File: src/rtl/rs_latch_sequencer.sv
`default_nettype none
// ============================================================================
// Module   : rs_latch_sequencer
// Brief    : Round-robin arbiter and pulse sequencer for a shared gated RS
//            latch. Grants one set/reset/toggle command at a time, drives
//            S/R with the gate for HOLD_CYC cycles, idles for SETTLE_CYC
//            cycles, then checks Q/Qn and reports done/err.
// Options  : RS_SEQ_TOGGLE_EN - when defined, cmd 11 toggles the latch
//            (direction picked from Q_in at acceptance); when undefined,
//            cmd 11 is rejected exactly like cmd 00.
// Revision : 1.0 - initial release
// ============================================================================
module rs_latch_sequencer #(
    parameter int N          = 4,
    parameter int HOLD_CYC   = 2,
    parameter int SETTLE_CYC = 1
) (
    input  logic                 Clk,
    input  logic                 Rst,
    input  logic [N-1:0]         req_valid,
    input  logic [2*N-1:0]       req_cmd,
    output logic [N-1:0]         req_ready,
    output logic                 S_out,
    output logic                 R_out,
    output logic                 gate_out,
    input  logic                 Q_in,
    input  logic                 Qn_in,
    output logic                 busy,
    output logic [$clog2(N)-1:0] grant_id,
    output logic                 done,
    output logic                 err
);

    localparam int c_IDW  = $clog2(N);
    localparam int c_MAXC = (HOLD_CYC > SETTLE_CYC) ? HOLD_CYC : SETTLE_CYC;
    localparam int c_CW   = $clog2(c_MAXC + 1);

    localparam logic [c_CW-1:0]  c_HOLD_LD   = c_CW'(HOLD_CYC - 1);
    localparam logic [c_CW-1:0]  c_SETTLE_LD = c_CW'(SETTLE_CYC - 1);
    localparam logic [c_CW-1:0]  c_CNT_ONE   = c_CW'(1);
    localparam logic [c_IDW-1:0] c_ID_LAST   = c_IDW'(N - 1);
    localparam logic [c_IDW-1:0] c_ID_ONE    = c_IDW'(1);

    localparam logic [1:0] c_ST_IDLE   = 2'd0;
    localparam logic [1:0] c_ST_DRIVE  = 2'd1;
    localparam logic [1:0] c_ST_SETTLE = 2'd2;
    localparam logic [1:0] c_ST_CHECK  = 2'd3;

    logic [1:0]       r_state;
    logic [1:0]       w_state_nxt;
    logic [c_CW-1:0]  r_cnt;
    logic [c_CW-1:0]  w_cnt_nxt;
    logic [c_IDW-1:0] r_ptr;
    logic [c_IDW-1:0] w_ptr_nxt;
    logic [c_IDW-1:0] r_gid;
    logic             r_dir;      // 1 = drive S (expect Q=1), 0 = drive R
    logic             r_illegal;
    logic             r_s;
    logic             r_r;
    logic             r_gate;

    logic             w_any;
    logic [c_IDW-1:0] w_g;
    logic [1:0]       w_cmd;
    logic             w_legal;
    logic             w_dir;
    logic             w_accept;
    logic             w_drv_dir;

    // Index offset from the pointer, wrapped back into 0..N-1.
    function automatic logic [c_IDW-1:0] f_wrap(input int v);
        int t;
        t = (v >= N) ? (v - N) : v;
        return t[c_IDW-1:0];
    endfunction

    // Round-robin search: scanning offsets downward leaves the lowest valid offset from the pointer.
    always_comb begin
        w_any = 1'b0;
        w_g   = r_ptr;
        for (int i = N - 1; i >= 0; i--) begin
            if (req_valid[f_wrap(int'(r_ptr) + i)]) begin
                w_any = 1'b1;
                w_g   = f_wrap(int'(r_ptr) + i);
            end
        end
    end

    assign w_cmd = req_cmd[{w_g, 1'b0} +: 2];

    // Command decode; toggle picks the direction that flips the current Q.
    always_comb begin
        w_legal = 1'b0;
        w_dir   = 1'b0;
        case (w_cmd)
            2'b01: begin
                w_legal = 1'b1;
                w_dir   = 1'b1;
            end
            2'b10: begin
                w_legal = 1'b1;
                w_dir   = 1'b0;
            end
`ifdef RS_SEQ_TOGGLE_EN
            2'b11: begin
                w_legal = 1'b1;
                w_dir   = ~Q_in;
            end
`endif
            default: begin
                w_legal = 1'b0;
                w_dir   = 1'b0;
            end
        endcase
    end

    assign w_accept = (r_state == c_ST_IDLE) && w_any;

    // Next-state, phase counter and pointer update.
    always_comb begin
        w_state_nxt = r_state;
        w_cnt_nxt   = r_cnt;
        w_ptr_nxt   = r_ptr;
        case (r_state)
            c_ST_IDLE: begin
                if (w_any) begin
                    if (w_legal) begin
                        w_state_nxt = c_ST_DRIVE;
                        w_cnt_nxt   = c_HOLD_LD;
                    end else begin
                        w_state_nxt = c_ST_CHECK;
                    end
                end
            end
            c_ST_DRIVE: begin
                if (r_cnt == '0) begin
                    w_state_nxt = c_ST_SETTLE;
                    w_cnt_nxt   = c_SETTLE_LD;
                end else begin
                    w_cnt_nxt = r_cnt - c_CNT_ONE;
                end
            end
            c_ST_SETTLE: begin
                if (r_cnt == '0) begin
                    w_state_nxt = c_ST_CHECK;
                end else begin
                    w_cnt_nxt = r_cnt - c_CNT_ONE;
                end
            end
            c_ST_CHECK: begin
                w_state_nxt = c_ST_IDLE;
                w_ptr_nxt   = (r_gid == c_ID_LAST) ? '0 : (r_gid + c_ID_ONE);
            end
            default: begin
                w_state_nxt = c_ST_IDLE;
            end
        endcase
    end

    // FSM state, counter and round-robin pointer registers.
    always_ff @(posedge Clk or posedge Rst) begin
        if (Rst) begin
            r_state <= c_ST_IDLE;
            r_cnt   <= '0;
            r_ptr   <= '0;
        end else begin
            r_state <= w_state_nxt;
            r_cnt   <= w_cnt_nxt;
            r_ptr   <= w_ptr_nxt;
        end
    end

    // Capture the granted requester and its resolved command at acceptance.
    always_ff @(posedge Clk or posedge Rst) begin
        if (Rst) begin
            r_gid     <= '0;
            r_dir     <= 1'b0;
            r_illegal <= 1'b0;
        end else if (w_accept) begin
            r_gid     <= w_g;
            r_dir     <= w_dir;
            r_illegal <= ~w_legal;
        end
    end

    assign w_drv_dir = w_accept ? w_dir : r_dir;

    // Registered latch drive: only ever one of S/R, and only while the gate is high.
    always_ff @(posedge Clk or posedge Rst) begin
        if (Rst) begin
            r_s    <= 1'b0;
            r_r    <= 1'b0;
            r_gate <= 1'b0;
        end else begin
            r_s    <= (w_state_nxt == c_ST_DRIVE) &&  w_drv_dir;
            r_r    <= (w_state_nxt == c_ST_DRIVE) && !w_drv_dir;
            r_gate <= (w_state_nxt == c_ST_DRIVE);
        end
    end

    // Accept pulse is combinational in the granting IDLE cycle; reset masks it at once.
    generate
        for (genvar j = 0; j < N; j++) begin : g_ready
            assign req_ready[j] = w_accept && !Rst && (w_g == c_IDW'(j));
        end
    endgenerate

    assign S_out    = r_s;
    assign R_out    = r_r;
    assign gate_out = r_gate;
    assign busy     = (r_state != c_ST_IDLE);
    assign grant_id = r_gid;
    assign done     = (r_state == c_ST_CHECK);
    assign err      = done && (r_illegal || (Q_in != r_dir) || (Q_in == Qn_in));

endmodule

`default_nettype wire
File: config.mk
export PLATFORM = sky130hd
export DESIGN_NAME = rs_latch_sequencer
export DESIGN_NICKNAME = d
export VERILOG_FILES = /design/src/rtl/rs_latch_sequencer.sv
export SDC_FILE = /design/constraint.sdc
export NUM_CORES = 1
export LEC_CHECK = 0
export ABC_AREA = 1
export CORE_UTILIZATION = 46
export CTS_BUF_LIST = sky130_fd_sc_hd__clkbuf_4
export DETAILED_ROUTE_END_ITERATION = 10
export HOLD_SLACK_MARGIN = 0.15
export PLACE_DENSITY = 0.78
export SYNTH_ARGS = -nofsm -noshare
export SYNTH_HDL_FRONTEND = slang
export SYNTH_SLANG_ARGS = --single-unit
File: constraint.sdc
create_clock -name Clk -period 2.1 [get_ports Clk]
set_input_delay 0.315 -clock Clk [delete_from_list [all_inputs] [get_ports Clk]]
set_output_delay 0.315 -clock Clk [all_outputs]
set_load 0.01 [all_outputs]
==> impl_metrics.toml <==
[yosys]
syn_avg_cell_area_um2 = 7.01
yosysSeqAreaShare_pct = 29.0
synth_area_leaders = "dfrtp_1 (29%), nand2_1 (14%), ha_1 (10%), inv_1 (8.7%), nand2_2 (5.6%)"
syn_nets = 185
synth_ff_type = "dfrtp_1"
synth.top_cell.area_share_pct = 29.0
synth_enable_flop_cells = 0
synth_top_cell_by_area = "dfrtp_1"
synth_most_common_cell = "nand2_1"
synth-async-reset-ratio_pct = 100
syn_inst = 160
yosysWarnings = 0
ys_seq_elements = 13
synth_common_cells = "nand2_1 (41), inv_1 (26), dfrtp_1 (13)"
synthesis.area_mm2 = 0.00112
yosysUniqueCellTypes = 24

[setup_path]
start_kind = "flip-flop"
path_buf_inv = 5
arrival_ns = 2.11
crit_slowest_cell = "dfrtp_2"
crit_family = "simple AND/OR/NAND/NOR gates"
crit_fanout = 8
crit_top_cell = "nand2_4"
crit_chain = "inv_8 > nand2_4 > nand2_2 > nand2_4 > nand2_4 > inv_4 > nand2_4 > nand4_4 > nand2_8 > buf_4 > inv_2 > nor3_1 > buf_2"
max_stage_delay_ns = 0.50
path_class = "flip-flop to output port"
r2r_setup_slack_ns = -0.30
cp.required_ns = 1.78
end_kind = "output port"

[layout]
n_antenna_cell = 0
area_growth_syn_to_layout_pct = 65.4
post-route-util_pct = 82.2
nets = 241
drive_gt1_share_pct = 44.2
num-fill-cells = 133

[clock_tree]
cts_sinks = 13
clock_path_buffers = 2
hold_buffers = 0
cts-root-buf = "clkbuf_4"
cts_tree = "yes"
htreeDepth = 1
clkTransAtPathRegs_ns = 0.08
clock_latency_ns = 0.28
cts_inserted_buffers = 3

[sta]
setup_violations = 11
min_period_ns = 2.43
fin_crit_sh_pct = 115
fmax_mhz = 412
finClkSkew_ns = 0.0109
hold_viol = 0
tns_ns = -2.66
slew_violations = 0
max_slew.worst_pin.slew_ns = 0.327
rsz0062_at_grt = "yes"
fin_ws_ns = -0.325
max_slew_margin_pct = 78.0

[drt]
wl_per_cell_um = 13.4
num_vias = 1223
firstDrtPassIters = 4
drc_errors = 0
drt_iter0_markers = 28
final_antenna_net_count = 0
wirelength_um = 3250
avgViaCountPerCell = 5.03

[outcome]
violations = "negative setup slack"
run_status = "finished, violations left"

[floorplan]
start_util_pct = 49.7
die_h_um = 51.4
fp.dieW_um = 51.4
fp-row-count = 17
io_pins = 28
coreArea_mm2 = 0.00225
die_area_mm2 = 0.00264

[grt]
antenna_found_initial = 0
grt_max_degree = 14
overflow = 0
grt_pass1_vias = 1146
grt_pass1_wl_um = 4710
grt.total_usage_pct = 24.2

[place]
io_buffers = 27
gp_congestion = 0.811
dp_hpwl_um = 2150
post-place-ws_ns = -0.623

[run]
max-cap-violations = 0

[worst_hold_path]
hold_class = "primary input to asynchronous set/reset pin"
==> stage by stage <==
| step | instance area (um^2) | hold WS (ns) | cells |
|---|---|---|---|
| 5_1_grt | 1850 | 0.396 | 243 |
| 2_1_floorplan | 1140 | 0.200 | 160 |
| 3_5_place_dp | 1540 | 0.495 | 229 |
| 3_3_place_gp | 1540 | 0.494 | 229 |
| 4_1_cts | 1670 | 0.357 | 235 |
| 6_report | 1850 | 0.356 | 243 |
==> path summary, 6_finish.rpt <==
path | from | to | cells past startpoint
setup / recovery | r_ptr[0] | req_ready[1] | 13
hold / removal | Rst | r_cnt[0] | 3
max in group asynchronous | Rst | r_illegal | 3
setup reg to reg | r_ptr[0] | S_out | 20
hold reg to reg | r_illegal | r_illegal | 2
min in group Clk | r_illegal | r_illegal | 2
==> worst min-delay path, cell delays in order <==
cell and delay [ns]:
clkdlybuf4s50_1 0.39, inv_1 0.07, buf_4 0.21
==> placed cells by master (no fill, tap or decap), drive strengths merged <==
cell and count:
nor3 4, nand3b 3, ha 9, o22ai 1, buf 29, clkdlybuf4s50 20, nand3 12, dlymetal6s2s 3
clkbuf 4, nand4 3, o21ai 14, inv 34, a21oi 5, nand2 53, dfrtp 13, o21a 2
nor2 6
==> what timing repair did <==
| action | CTS | global route |
|---|---|---|
| setup endpoints to repair | 13 | 14 |
| resized for setup | 43 | 33 |
| hold endpoints to repair | 0 | 0 |
| pin swaps | 15 | 16 |
| buffers inserted | 2 | 8 |
==> sequential cells by signal, summed over array words and instances, names as in the netlist <==
signal and cells:
r_illegal 1, r_ptr 2, grant_id 2, R_out 1
r_state 2, gate_out 1, r_cnt 2, S_out 1
r_dir 1
==> layout make-up <==
| cell class | count | area, um^2 | area share, % |
|---|---|---|---|
| Sequential cell | 13 | 327 | 17.6 |
| Inverter | 34 | 145 | 7.83 |
| Timing Repair Buffer | 52 | 449 | 24.2 |
| Tap cell | 28 | 35.0 | 1.89 |
| Clock buffer | 4 | 30.0 | 1.62 |
| Multi-Input combinational cell | 112 | 868 | 46.8 |
==> kinds of logic (layout without fill, tap and decap cells) <==
kind of cell / Yosys count / in the layout / synth area share [%]
compound gates: 22 / 22 / 11.4
fa+ha+maj: 9 / 9 / 10.0
buf+inv: 35 / 90 / 13.1
flops: 13 / 13 / 29.0
simple gates: 81 / 81 / 36.5
==> routing by layer <==
metal  wire length [um]  vias up  track usage (%)  part of all wire (%)
li1                   -      616                -                     -
met1               1330      580             27.0                    41
met2               1810       27             46.1                    56
met3                104        0             3.57                   3.2
met4                  0        0             7.66                     0
met5                  0        -                0                     0
Power is left out: the tool's default activity adds up to more than one toggle a clock period on the data nets, which glitch-free logic cannot reach.
